### src/rtl/ifetch_if.sv
`default_nettype none
// ============================================================================
// Module      : ifetch_if
// Description : Fetch-stage bundle: decoder controls in, instruction/PC out,
//               plus the synchronous instruction ROM port.
// Revision    : 1.0 - initial release
// ============================================================================
interface ifetch_if #(
    parameter int IMEM_ADDR_W = 14
);
    // control unit / decoder -> fetch
    logic                   stall;
    logic                   Branch;
    logic                   nBranch;
    logic                   Jmp;
    logic                   Jal;
    logic                   Jr;
    logic                   Zero;
    logic [31:0]            Imme_extend;
    logic [31:0]            Read_data_1;
    // instruction ROM
    logic [31:0]            imem_rdata;
    logic [IMEM_ADDR_W-1:0] imem_addr;
    // fetch -> decoder / control unit
    logic [31:0]            Instruction;
    logic [31:0]            opcplus4;
    logic [31:0]            PC;
    logic                   inst_valid;
    logic                   fetch_fault;

    modport master (
        input  stall, Branch, nBranch, Jmp, Jal, Jr, Zero,
        input  Imme_extend, Read_data_1, imem_rdata,
        output imem_addr, Instruction, opcplus4, PC, inst_valid, fetch_fault
    );

    modport slave (
        output stall, Branch, nBranch, Jmp, Jal, Jr, Zero,
        output Imme_extend, Read_data_1, imem_rdata,
        input  imem_addr, Instruction, opcplus4, PC, inst_valid, fetch_fault
    );
endinterface
`default_nettype wire

### src/rtl/ifetch_unit.sv
`default_nettype none
// ============================================================================
// Module      : ifetch_unit
// Description : MIPS fetch stage: PC register, next-PC selection and sync-ROM
//               addressing. Optional jr alignment trap: IFETCH_ALIGN_CHECK_EN.
// Revision    : 1.0 - initial release
// ============================================================================
module ifetch_unit #(
    parameter logic [31:0] RESET_PC    = 32'h0000_0000,
    parameter int          IMEM_ADDR_W = 14
) (
    input  wire logic  clock,
    input  wire logic  reset,
    ifetch_if.master   bus
);

`ifdef IFETCH_ALIGN_CHECK_EN
    typedef enum logic [1:0] {
        BOOT  = 2'd0,
        RUN   = 2'd1,
        FAULT = 2'd2
    } state_t;
`else
    typedef enum logic [1:0] {
        BOOT  = 2'd0,
        RUN   = 2'd1
    } state_t;
`endif

    state_t      state_q, state_d;
    logic [31:0] pc_q, pc_d;
    logic [31:0] w_pc4;
    logic [31:0] w_inst;
    logic [31:0] w_br_target;
    logic [31:0] w_j_target;
    logic        w_br_taken;
    logic        w_run;

`ifdef IFETCH_ALIGN_CHECK_EN
    logic        fault_q, fault_d;
`endif

    assign w_run       = (state_q == RUN) && !reset;
    assign w_inst      = w_run ? bus.imem_rdata : 32'h0000_0000;
    assign w_pc4       = pc_q + 32'd4;
    assign w_br_target = w_pc4 + {bus.Imme_extend[29:0], 2'b00};
    assign w_j_target  = {w_pc4[31:28], w_inst[25:0], 2'b00};
    assign w_br_taken  = (bus.Branch && bus.Zero) || (bus.nBranch && !bus.Zero);

    always_comb begin
        state_d = state_q;
        pc_d    = pc_q;
`ifdef IFETCH_ALIGN_CHECK_EN
        fault_d = fault_q;
`endif
        case (state_q)
            BOOT: begin
                pc_d    = RESET_PC;
                state_d = RUN;
            end
            RUN: begin
                if (!bus.stall) begin
                    if (bus.Jr) begin
`ifdef IFETCH_ALIGN_CHECK_EN
                        if (bus.Read_data_1[1:0] != 2'b00) begin
                            state_d = FAULT;
                            fault_d = 1'b1;
                        end else begin
                            pc_d = bus.Read_data_1;
                        end
`else
                        pc_d = bus.Read_data_1 & 32'hFFFF_FFFC;
`endif
                    end else if (bus.Jmp || bus.Jal) begin
                        pc_d = w_j_target;
                    end else if (w_br_taken) begin
                        pc_d = w_br_target;
                    end else begin
                        pc_d = w_pc4;
                    end
                end
            end
`ifdef IFETCH_ALIGN_CHECK_EN
            FAULT: begin
                pc_d = pc_q;
            end
`endif
            default: begin
                pc_d    = RESET_PC;
                state_d = BOOT;
            end
        endcase
    end

    always_ff @(posedge clock) begin
        if (reset) begin
            pc_q    <= RESET_PC;
            state_q <= BOOT;
`ifdef IFETCH_ALIGN_CHECK_EN
            fault_q <= 1'b0;
`endif
        end else begin
            pc_q    <= pc_d;
            state_q <= state_d;
`ifdef IFETCH_ALIGN_CHECK_EN
            fault_q <= fault_d;
`endif
        end
    end

    // ROM latches the next PC's word on the same edge the PC register updates
    assign bus.imem_addr   = reset ? RESET_PC[IMEM_ADDR_W+1:2] : pc_d[IMEM_ADDR_W+1:2];
    assign bus.Instruction = w_inst;
    assign bus.opcplus4    = w_pc4;
    assign bus.PC          = pc_q;
    assign bus.inst_valid  = w_run;
`ifdef IFETCH_ALIGN_CHECK_EN
    assign bus.fetch_fault = fault_q;
`else
    assign bus.fetch_fault = 1'b0;
`endif

endmodule
`default_nettype wire

### src/flat_wrapper.sv
// flat-port wrapper written by rule: the top's interface ports become plain ports
module ifetch_unit_flat 
#(
    parameter logic [31:0] RESET_PC    = 32'h0000_0000,
    parameter int          IMEM_ADDR_W = 14
)
  (clock, reset, bus_stall, bus_Branch, bus_nBranch, bus_Jmp, bus_Jal, bus_Jr, bus_Zero, bus_Imme_extend, bus_Read_data_1, bus_imem_rdata, bus_imem_addr, bus_Instruction, bus_opcplus4, bus_PC, bus_inst_valid, bus_fetch_fault);
  ifetch_if #(.IMEM_ADDR_W(IMEM_ADDR_W)) bus_i ();
  input  wire logic clock;
  input  wire logic reset;
  input wire logic [$bits(bus_i.stall)-1:0] bus_stall;
  input wire logic [$bits(bus_i.Branch)-1:0] bus_Branch;
  input wire logic [$bits(bus_i.nBranch)-1:0] bus_nBranch;
  input wire logic [$bits(bus_i.Jmp)-1:0] bus_Jmp;
  input wire logic [$bits(bus_i.Jal)-1:0] bus_Jal;
  input wire logic [$bits(bus_i.Jr)-1:0] bus_Jr;
  input wire logic [$bits(bus_i.Zero)-1:0] bus_Zero;
  input wire logic [$bits(bus_i.Imme_extend)-1:0] bus_Imme_extend;
  input wire logic [$bits(bus_i.Read_data_1)-1:0] bus_Read_data_1;
  input wire logic [$bits(bus_i.imem_rdata)-1:0] bus_imem_rdata;
  output wire logic [$bits(bus_i.imem_addr)-1:0] bus_imem_addr;
  output wire logic [$bits(bus_i.Instruction)-1:0] bus_Instruction;
  output wire logic [$bits(bus_i.opcplus4)-1:0] bus_opcplus4;
  output wire logic [$bits(bus_i.PC)-1:0] bus_PC;
  output wire logic [$bits(bus_i.inst_valid)-1:0] bus_inst_valid;
  output wire logic [$bits(bus_i.fetch_fault)-1:0] bus_fetch_fault;
  assign bus_i.stall = bus_stall;
  assign bus_i.Branch = bus_Branch;
  assign bus_i.nBranch = bus_nBranch;
  assign bus_i.Jmp = bus_Jmp;
  assign bus_i.Jal = bus_Jal;
  assign bus_i.Jr = bus_Jr;
  assign bus_i.Zero = bus_Zero;
  assign bus_i.Imme_extend = bus_Imme_extend;
  assign bus_i.Read_data_1 = bus_Read_data_1;
  assign bus_i.imem_rdata = bus_imem_rdata;
  assign bus_imem_addr = bus_i.imem_addr;
  assign bus_Instruction = bus_i.Instruction;
  assign bus_opcplus4 = bus_i.opcplus4;
  assign bus_PC = bus_i.PC;
  assign bus_inst_valid = bus_i.inst_valid;
  assign bus_fetch_fault = bus_i.fetch_fault;
  ifetch_unit #(.RESET_PC(RESET_PC), .IMEM_ADDR_W(IMEM_ADDR_W)) u_core (.clock(clock), .reset(reset), .bus(bus_i));
endmodule
### config.mk
export PLATFORM = sky130hd
export DESIGN_NAME = ifetch_unit_flat
export DESIGN_NICKNAME = d
export VERILOG_FILES = /design/src/rtl/ifetch_if.sv /design/src/rtl/ifetch_unit.sv /design/src/flat_wrapper.sv
export SDC_FILE = /design/constraint.sdc
export NUM_CORES = 1
export LEC_CHECK = 0
export BUFFER_PORTS_ARGS = -buffer_cell sky130_fd_sc_hd__buf_4
export CORE_ASPECT_RATIO = 1.25
export CORE_UTILIZATION = 45
export CTS_BUF_LIST = sky130_fd_sc_hd__clkbuf_4
export DETAILED_ROUTE_END_ITERATION = 10
export GPL_ROUTABILITY_DRIVEN = 0
export PLACE_DENSITY_LB_ADDON = 0.3
export REMOVE_ABC_BUFFERS = 1
export SYNTH_ARGS = -nofsm -noshare
export SYNTH_HDL_FRONTEND = slang
export SYNTH_SLANG_ARGS = --single-unit
export TNS_END_PERCENT = 10
### constraint.sdc
create_clock -name clock -period 4.7 [get_ports clock]
set_clock_uncertainty 0.15 [all_clocks]
set_input_delay 0 -clock clock [delete_from_list [all_inputs] [get_ports clock]]
set_output_delay 0 -clock clock [all_outputs]
set_load 0.1 [all_outputs]
After elaboration in Yosys (flattened, before gate mapping):

Cells that the tools add are included.

* logic and storage cells: 24
* output and inout bits: 112
* input bits: 105
* register bits: 34

* equality and inequality tests: 1
* reduce and logical (&&, ||, !) cells: 9
* mux-type cells: 8
* bitwise gates (word level): 1
* $add $sub $neg: 2

Operators with widths (number)
* $mux 32: 4
* $add 32x3->32 const B: 1
* $add 32x32->32: 1
* $mux 16: 2
* $mux 14: 1
* $pmux 2 s2: 1
* $logic_and 1x1->1: 3
* $eq 2x1->1 const B: 1
* $logic_not 1->1: 2
* $logic_not 2->1: 1
* $logic_or 1x1->1: 2
* $reduce_or 2->1: 1
* $not 1->1: 1

Logic depth before layout (Yosys ltp):

Gate-level depths: netlist of run 1.

* depth after elaboration: 9
* depth in mapped cells: 17
* gate-level depth less buffers: 15

Least setup slack after synthesis of run 1:

OpenSTA, ideal clock, no wires.

* kind: flip-flop to output port
* start point: register u_core.pc_q[4] (netlist: u_core.bus.PC[4])
* end point: output port bus_imem_addr[8]
* path buffers: 1
* setup slack: -2.416 ns
* data arrival time: 6.966 ns
* required time: 4.550 ns
* cell stages (with the launch flop): 12
* path through: dfxtp_1 buf_2 and4_1 nand4_1 xnor2_1 ha_1 a21o_1 o311ai_1 a21oi_2 o311ai_0 o21ai_0 o21ai_0

* longest elaborated chain between the ends: 8

Ends and longest elaborated chain
* start, declared: line ifetch_unit.sv:31 `logic [31:0] pc_q, pc_d;`
* start signal, assigned: line ifetch_unit.sv:103 `pc_q <= pc_d;`
* $add 32x3->32: line ifetch_unit.sv:45 `assign w_pc4 = pc_q + 32'd4;`
* net bus_opcplus4[9]: line flat_wrapper.sv:23 `output wire logic [$bits(bus_i.opcplus4)-1:0] bus_opcplus4;`
* $add 32x32->32: line ifetch_unit.sv:46 `assign w_br_target = w_pc4 + {bus.Imme_extend[29:0], 2'b00};`
* $mux 32: line ifetch_unit.sv:76 `end else if (w_br_taken) begin`
* $mux 32: line ifetch_unit.sv:74 `end else if (bus.Jmp || bus.Jal) begin`
* $mux 32: line ifetch_unit.sv:63 `if (bus.Jr) begin`
* $mux 16: line ifetch_unit.sv:62 `if (!bus.stall) begin`
* $mux 16: line ifetch_unit.sv:56 `case (state_q)`
* $mux 14: line ifetch_unit.sv:112 `assign bus.imem_addr = reset ? RESET_PC[IMEM_ADDR_W+1:2] : pc_d[IMEM_ADDR_W+1:2];`
* end, declared: line flat_wrapper.sv:21 `output wire logic [$bits(bus_i.imem_addr)-1:0] bus_imem_addr;`

The timed path passes the listed nets, and every way through them passes these cells.

Worst setup path in the final report of run 1:

* start point: register u_core.pc_q[11] (netlist: u_core.bus.PC[11])
* end point: register u_core.pc_q[28] (netlist: u_core.bus.PC[28])

* longest elaborated chain between the ends: 5

Ends and longest elaborated chain (line)
* $add 32x3->32 *: ifetch_unit.sv:45
* $add 32x32->32: ifetch_unit.sv:46
* $mux 32: ifetch_unit.sv:76
* $mux 32 *: ifetch_unit.sv:74
* $mux 32 *: ifetch_unit.sv:63

Every way passes the cells marked *; elsewhere a longest branch is shown, timed or not.
A chain may end at the register's enable or synchronous reset.

==> flow_summary.toml, run 1 <==
[run_status]
status = "finished, final reports clean"

[power]
p_comb_share_pct = 59.7
p_int_mw = 0.5856
p_leak_nw = 3.066
peakVddDrop_mv = 0.1030
clockPowerShare_pct = 15.5
p_sw_mw = 0.6577
p_sw_share_pct = 52.90
p_per_area_mw_per_mm2 = 190.0
seqPwrFrac_pct = 24.8

[synth]
synth_xor_area_share_pct = 9.189
synth_top_area_share_pct = 15.07
synth_seq_cells = 33
ys_top_cells_by_area = "dfxtp_1, ha_1, a21oi_1"
synth_top_family_by_area = "compound AO/OA/AOI/OAI gates"
synth_mux_area_share_pct = 0.9418
syn_inst = 629
ys.flop_type = "dfxtp_1"
synth_cell_types = 72
yosysWarnings = 0
synth_edf_count = 0
synthMostInstantiatedCell = "a21oi_1"
synth_area_sq_mm = 0.004384
synth_compound_area_share_pct = 32.22
avgSynthCellArea_sq_um = 6.970
synthAdderAreaFrac_pct = 9.874
ys_seq_area_share_pct = 15.07
yosysTopAreaCell = "dfxtp_1"
async_flop_share_pct = 0
synthSimpleGateAreaFrac_pct = 27.57
synth.top_cells.by_count = "a21oi_1, nor2_1, nand2_1"

[routing]
routed_wl_um = 17850
routedWlPerCell_um = 18.10
via_count = 5957
postRouteAntennaNets = 0
drt_iter0_drc = 522
routed_via_density = 6.042
drc = 0
dr.pass1.iters = 5

[global_routing]
grt_pass1_wl_um = 28560
grt_start_max_net_pins = 49
grt_overflow = 0
grt_usage_pct = 34.47
antenna_found_initial = 0
grt_pass1_vias = 6019

[die]
row_count = 39
die_x_um = 90.29
boundaryPins = 217
start_util_pct = 47.04
core-area_sq_mm = 0.009320
dieArea_sq_mm = 0.01014
fp.dieH_um = 112.4

[critical_path]
cp_max_fo = 7
slowest_delay_ps = 580
r2r_start = "u_core.bus.PC[11]$_SDFF_PP0_"
r2r_slack_ps = 310
endpoint_kind = "flip-flop"
timing.rr.end = "u_core.bus.PC[28]$_SDFFE_PN0N_"
start_kind = "flip-flop"
cp.required_ps = 4830
arrival_ps = 4520
r2r_cells = 14
crit_chain = "and4_1 > nand4_1 > nor3_4 > buf_4 > nand2_1 > xnor2_1 > ha_1 > nand4_1 > or4_1 > o21ai_0 > nor3_1 > o22ai_1 > a21oi_1 > dlygate4sd3_1"
cp_common_cell = "nand4_1"
worstPathBufferInverterCount = 2
worstSetupPathType = "flip-flop to flip-flop"
cpLargestDelayFamily = "simple AND/OR/NAND/NOR gates"
critPathSlowestCell = "dlygate4sd3_1"

[timing]
max_freq_mhz = 227.6
postLayoutSetupSlackWorst_ps = 305.8
tightest_slew_ps = 1085
period_share_pct = 93.49
setup_viol = 0
rsz0062_at_grt = "no"
hold_viol = 0
slew_viol_final = 0
fin_crit_ps = 4394
relSlewSlack_pct = 27.60

[clock_network]
ctsRootBufferMaster = "clkbuf_4"
numClockSinks = 33
clk_path_buf_depth = 2
cts_buffers = 5
cts_max_level = 2
cts_tree = "built"
clock_latency_ps = 380
path_clk_slew_ps = 130

[placement]
dp_cells = 931
dp_slack_ps = 611.6
dp_hpwl_um = 12880
port-buffer-count = 211

[hold_path]
min_path_type = "input port to flip-flop"
holdCritStartpoint = "bus_imem_rdata[20]"
worstHoldPathCells = 4
hold_end = "u_core.bus.PC[22]$_SDFFE_PN0N_"

[layout]
n_fill_cell = 766
area_growth_pct = 49.29
nNetsFinal = 1001
layout-drive-gt1-share_pct = 28.85
instances_no_fill = 986
diodes = 0

[job]
maxCapViolations = 0
state kept, by name, summed over array words and instances (netlist names):
signal,count
u_core.bus.PC,32
u_core.state_q,1
worst min-delay path: stages:
cell,delay [ps]
buf_4,90
or4_1,90
o21ai_0,80
nor3b_1,210
power by group through the flow:
stage               sequential (mW)  clock, mW  combinational [mW]
floorplan                     0.385          0               0.424
global placement              0.313          0               0.691
detailed placement            0.314          0               0.700
CTS                           0.308      0.192               0.732
global route                  0.310      0.203               0.781
finish                        0.309      0.192               0.743
worst max path at each step:
stage	slack (ps)	depth (start not counted)	start	end
2_1_floorplan	-2380	10	u_core.bus.PC[5]$_SDFF_PP0_	bus_imem_addr[8]
3_3_place_gp	690	14	u_core.bus.PC[4]$_SDFF_PP0_	u_core.bus.PC[31]$_SDFFE_PN0N_
3_5_place_dp	610	14	u_core.bus.PC[4]$_SDFF_PP0_	u_core.bus.PC[31]$_SDFFE_PN0N_
4_1_cts	250	16	u_core.bus.PC[11]$_SDFF_PP0_	u_core.bus.PC[28]$_SDFFE_PN0N_
5_1_grt	20	14	u_core.bus.PC[2]$_SDFF_PP0_	u_core.bus.PC[28]$_SDFFE_PN0N_
6_report	310	14	u_core.bus.PC[11]$_SDFF_PP0_	u_core.bus.PC[28]$_SDFFE_PN0N_
area by class of cell:
cell class                 instances  area, sq um  share of cell area (%)
clock buffer                       6        45.04                  0.6882
multi-input combinational        543         3528                   53.91
tap                              123        153.9                   2.351
clock inverter                     2        10.01                  0.1529
inverter                          16        60.06                  0.9176
timing repair buffer             263         2087                   31.89
sequential                        33        660.6                   10.09
layer usage:
metal / vias up / part of all wire [%] / GRT usage [%]
met5: - / 0 / 0
met4: 0 / 4.2 / 19.57
met1: 2758 / 37 / 38.67
met2: 358 / 50 / 61.68
li1: 2774 / - / -
met3: 67 / 9.0 / 5.556
stage by stage:
step | util (%) | total power, mW | hold WS (ps) | TNS, ps | cell area, sq um
finish | 70.22 | 1.243 | 5.766 | 0 | 6545
global route | 70.22 | 1.294 | 8.034 | 0 | 6545
CTS | 69.94 | 1.232 | 1.182 | 0 | 6519
detailed placement | 64.52 | 1.014 | 20.81 | 0 | 6013
global placement | 64.52 | 1.004 | 17.61 | 0 | 6013
floorplan | - | 0.8091 | -74.98 | -39640 | 4223
cells in the final DEF (no fill, tap or decap), types with 20 or more instances in the layout:
| cell | instances |
|---|---|
| buf_4 | 218 |
| a21oi_1 | 66 |
| nor2_1 | 59 |
| nand2_1 | 53 |
| o21ai_0 | 51 |
| dlygate4sd3_1 | 45 |
| and2_1 | 35 |
| ha_1 | 33 |
| dfxtp_1 | 33 |
| xnor2_1 | 29 |
| a21o_1 | 20 |
cell families after synthesis:
family	count (synthesis)
xor+xnor	46
flops	33
other cells	1
compound gates	220
buf+inv	53
simple gates	238
fa+ha+maj	34
mux	4
what timing repair did:
| action | in CTS | in global routing |
|---|---|---|
| setup buffers | 0 | 2 |
| endpoints found under the setup margin | 0 | 2 |
| resized for setup | 0 | 2 |
| endpoints found under the hold margin | 31 | 0 |
| hold buffers | 45 | 0 |
Note: power is estimated with default switching activity, not from simulation.
==> inputs of run 2 (changes only) <==
--- a/constraint.sdc
+++ b/constraint.sdc
@@ -3,3 +3,3 @@
 set_input_delay 0 -clock clock [delete_from_list [all_inputs] [get_ports clock]]
 set_output_delay 0 -clock clock [all_outputs]
-set_load 0.1 [all_outputs]
+set_load 0.01 [all_outputs]
==> flow_summary.toml, run 2 (synthesis gave the netlist of run 1 again) <==
[run_status]
status = "finished, final reports clean"

[critical_path]
r2r_cells = 13
timing.rr.end = "u_core.bus.PC[16]$_SDFFE_PN0N_"
start_kind = "flip-flop"
endpoint_kind = "flip-flop"
cp_max_fo = 8
worstSetupPathType = "flip-flop to flip-flop"
r2r_slack_ps = 330
arrival_ps = 4520
r2r_start = "u_core.bus.PC[4]$_SDFF_PP0_"
cp.required_ps = 4860

[global_routing]
grt_usage_pct = 34.65
grt_pass1_wl_um = 28690
antenna_found_initial = 1
grt_start_max_net_pins = 49
grt_pass1_vias = 6008
grt_overflow = 0

[layout]
n_fill_cell = 765
largest_reg_flops = 32
multi_input_area_sq_mm = 0.003517
final_common_cell = "buf_4"
layout-drive-gt1-share_pct = 28.57
layout_common_cells = "buf_4, a21oi_1, nor2_1, nand2_1, o21ai_0"
area_growth_pct = 47.75
finish.utilization_pct = 69.50
nNetsFinal = 992
instances_no_fill = 978
seq_area_sq_um = 660.6

[timing]
period_share_pct = 92.89
timing.setup.tns_ps = 0
hold_viol = 0
tightest_slew_ps = 954.8
setup_viol = 0
max_freq_mhz = 229.1
fin_crit_ps = 4366
relSlewSlack_pct = 36.28
slew_viol_final = 0
postLayoutSetupSlackWorst_ps = 334.2

[routing]
routedWlPerCell_um = 18.27
dr.pass1.iters = 5
routed_via_density = 6.096
postRouteAntennaNets = 0
drt_iter0_drc = 502
routed_wl_um = 17860
drc = 0
via_count = 5962

[clock_network]
cts_max_level = 2
cts_hold_buf = 39
postCtsSetupRepairBufs = 0
numClockSinks = 33
cts_resized = 0
ctsRootBufferMaster = "clkbuf_4"
path_clk_slew_ps = 130
clock_latency_ps = 360
cts_buffers = 5
cts_tree = "built"
clk_path_buf_depth = 2

[power]
total_power_mw = 1.024
p_leak_nw = 3.006
peakVddDrop_mv = 0.08145
p_per_area_mw_per_mm2 = 158.1

[die]
core-area_sq_mm = 0.009320
start_util_pct = 47.04
dieArea_sq_mm = 0.01014
fp.dieH_um = 112.4
die_x_um = 90.29
boundaryPins = 217
row_count = 39

[hold_path]
worstHoldPathCells = 3
min_path_type = "input port to flip-flop"
holdCritStartpoint = "bus_stall"
hold_end = "u_core.bus.PC[20]$_SDFFE_PN0N_"

[placement]
port-buffer-count = 211
dp_hpwl_um = 12910
dp_cells = 930
dp_slack_ps = 574.2

[job]
maxCapViolations = 0
run 2: cell count changes in the layout (fill, tap and decap cells not counted):
cell / delta
dlygate4sd3_1: -6
buf_4: -3
clkinv_2: -2
bufinv_16: +1
clkinv_1: +1
diode_2: +1
nor3_1: +1
nor3_4: -1
run 2: layout make-up:
cell class / instances / share of cell area (%)
clock inverter: 2 / 0.5215
tap: 123 / 2.376
antenna: 1 / 0.03863
clock buffer: 6 / 0.6954
timing repair buffer: 254 / 30.94
multi-input combinational: 543 / 54.30
inverter: 16 / 0.9272
sequential: 33 / 10.20
run 2: report_power, final:
part,leakage (nW),switching (mW),internal [mW]
registers,0.269,0.0172,0.291
clock network,0.0433,0.119,0.117
logic,2.69,0.254,0.226
total,3.01,0.390,0.634
run 2: stage by stage:
step                hold WS (ps)  instance area (sq um)
detailed placement         16.04                   6006
finish                     15.50                   6477
CTS                        5.130                   6475
global route               23.82                   6477
global placement           16.87                   6006
floorplan                 -74.98                   4223
run 2: critical path, stage by stage (launching register included):
cell and delay (ps):
dfxtp_1 490, nand4_1 200, nor3_1 530, nand3_1 160, xnor2_1 340, ha_1 370
and3_1 220, and3_1 210, a211oi_2 490, xor2_1 160, o211ai_1 190, o21ai_0 100
a21oi_1 140, dlygate4sd3_1 560
run 2: metal layers:
| layer | GRT usage [%] | vias up | part of all wire, % |
|---|---|---|---|
| li1 | - | 2773 | - |
| met1 | 37.82 | 2772 | 36 |
| met2 | 61.83 | 330 | 50 |
| met3 | 6.775 | 87 | 8.8 |
| met4 | 20.86 | 0 | 5.3 |
| met5 | 0 | - | 0 |
run 2: worst max path at each step:
stage                                 from                              to  slack [ps]
6_report       u_core.bus.PC[4]$_SDFF_PP0_  u_core.bus.PC[16]$_SDFFE_PN0N_         330
5_1_grt        u_core.bus.PC[4]$_SDFF_PP0_  u_core.bus.PC[16]$_SDFFE_PN0N_          -3
3_5_place_dp   u_core.bus.PC[4]$_SDFF_PP0_  u_core.bus.PC[31]$_SDFFE_PN0N_         570
3_3_place_gp   u_core.bus.PC[4]$_SDFF_PP0_  u_core.bus.PC[31]$_SDFFE_PN0N_         670
2_1_floorplan  u_core.bus.PC[4]$_SDFF_PP0_  u_core.bus.PC[31]$_SDFFE_PN0N_        1000
4_1_cts        u_core.bus.PC[4]$_SDFF_PP0_  u_core.bus.PC[21]$_SDFFE_PN0N_         460
==> inputs of run 3 (changes only) <==
- CORE_UTILIZATION: 45 -> 48
- PLACE_DENSITY: not set -> 0.8
- PLACE_DENSITY_LB_ADDON: 0.3 -> not set
- SLEW_MARGIN: not set -> 15
==> flow_summary.toml, run 3 (synthesis gave the netlist of run 1 again) <==
[routing]
routedWlPerCell_um = 17.70
routed_via_density = 6.045
routed_wl_um = 17380
drc = 0
drt_iter0_drc = 630
via_count = 5936
postRouteAntennaNets = 0
dr.pass1.iters = 7

[run_status]
status = "finished, final reports clean"

[timing]
slew_viol_final = 0
postLayoutSetupSlackWorst_ps = 239.5
hold_viol = 0
hold_slack_ps = 9.990
setup_viol = 0
max_freq_mhz = 224.2
timing.setup.tns_ps = 0
period_share_pct = 94.90
rsz0062_at_grt = "no"
relSlewSlack_pct = 50.49
fin_crit_ps = 4460
tightest_slew_ps = 741.8

[die]
core-area_sq_mm = 0.008796
start_util_pct = 49.84
fp.dieH_um = 108.9
boundaryPins = 217
dieArea_sq_mm = 0.009522
die_x_um = 87.48
row_count = 38

[layout]
instances_no_fill = 982
multi_input_area_sq_mm = 0.003528
area_growth_pct = 48.92
seq_area_sq_um = 660.6
largest_reg_flops = 32
nNetsFinal = 999
final_common_cell = "buf_4"
layout-drive-gt1-share_pct = 28.69
n_fill_cell = 709
layout_common_cells = "buf_4, a21oi_1, nor2_1, nand2_1, o21ai_0"

[global_routing]
grt_pass1_wl_um = 26920
antenna_found_initial = 1
grt_start_max_net_pins = 49
grt_pass1_vias = 5606
grt_overflow = 0
grt_usage_pct = 36.06

[critical_path]
crit_path_end = "u_core.bus.PC[25]$_SDFFE_PN0N_"
r2r_start = "u_core.bus.PC[4]$_SDFF_PP0_"
cp_max_fo = 8
cp.required_ps = 4880
crit_start = "u_core.bus.PC[4]$_SDFF_PP0_"
r2r_cells = 16
endpoint_kind = "flip-flop"
arrival_ps = 4640
r2r_slack_ps = 240
worstSetupPathType = "flip-flop to flip-flop"
start_kind = "flip-flop"
timing.rr.end = "u_core.bus.PC[25]$_SDFFE_PN0N_"

[power]
p_per_area_mw_per_mm2 = 148.8
p_leak_nw = 3.051
peakVddDrop_mv = 0.08753

[placement]
dp_slack_ps = 584.6
dp_cells = 928
dp_hpwl_um = 12530
port-buffer-count = 211

[clock_network]
path_clk_slew_ps = 140
numClockSinks = 33
cts_buffers = 5
clock_latency_ps = 380
clk_path_buf_depth = 2
cts_max_level = 2
postCtsSetupRepairBufs = 0
ctsRootBufferMaster = "clkbuf_4"
cts_tree = "built"

[hold_path]
min_path_type = "input port to flip-flop"

[job]
maxCapViolations = 0
run 3: what timing repair did:
action	in CTS	in global routing
hold endpoints to repair	31	0
hold buffers	45	0
endpoints found under the setup margin	0	2
resized for setup	0	2
run 3: metal layers:
metal | global-route usage, % | share of wire [%]
met3 | 5.602 | 9.0
met4 | 18.85 | 4.4
met5 | 0 | 0
met2 | 64.68 | 51
met1 | 40.66 | 36
run 3: area by class of cell:
type | count | area share [%]
tap | 120 | 2.300
antenna | 1 | 0.03833
timing repair buffer | 261 | 31.74
sequential | 33 | 10.12
clock inverter | 3 | 0.2683
clock buffer | 5 | 0.5749
multi-input combinational | 543 | 54.04
inverter | 16 | 0.9199
run 3: how the worst min path moves through the flow:
stage	cells after the start	to	slack, ps	startpoint
floorplan	1	u_core.state_q[0]$_SDFFE_PP0N_	-70	reset
global placement	2	u_core.state_q[0]$_SDFFE_PP0N_	20	reset
detailed placement	2	u_core.state_q[0]$_SDFFE_PP0N_	20	reset
CTS	3	u_core.bus.PC[20]$_SDFFE_PN0N_	0.3	bus_stall
global route	3	u_core.bus.PC[20]$_SDFFE_PN0N_	30	bus_stall
finish	6	u_core.bus.PC[19]$_SDFFE_PN0N_	10	bus_imem_rdata[17]
run 3: per-stage QoR:
stage	area, sq um	power [mW]	utilization, %
after floorplan	4223	0.5500	-
after global placement	6010	0.7437	68.32
after detailed placement	6010	0.7520	68.32
after CTS	6515	0.9591	74.07
after global routing	6529	1.016	74.22
final	6529	0.9717	74.22
run 3: critical path, cell delays in order, from the launching register on:
cell	delay, ps
dfxtp_1	520
and4_1	270
nand2_1	130
nor2_1	280
nand4_1	160
xnor2_1	200
ha_1	440
nand2_1	110
o21ai_1	250
a21o_1	180
o31a_1	250
nand2_2	110
o21ai_0	280
xor2_1	180
nand2_1	90
a31oi_1	230
dlygate4sd3_1	580
run 3: power by group:
| group | internal (mW) | total (mW) | switching, mW | leakage [nW] |
|---|---|---|---|---|
| clock network | 0.0564 | 0.184 | 0.127 | 0.0310 |
| registers | 0.291 | 0.308 | 0.0172 | 0.269 |
| logic | 0.230 | 0.480 | 0.250 | 2.75 |
| total | 0.577 | 0.972 | 0.395 | 3.05 |
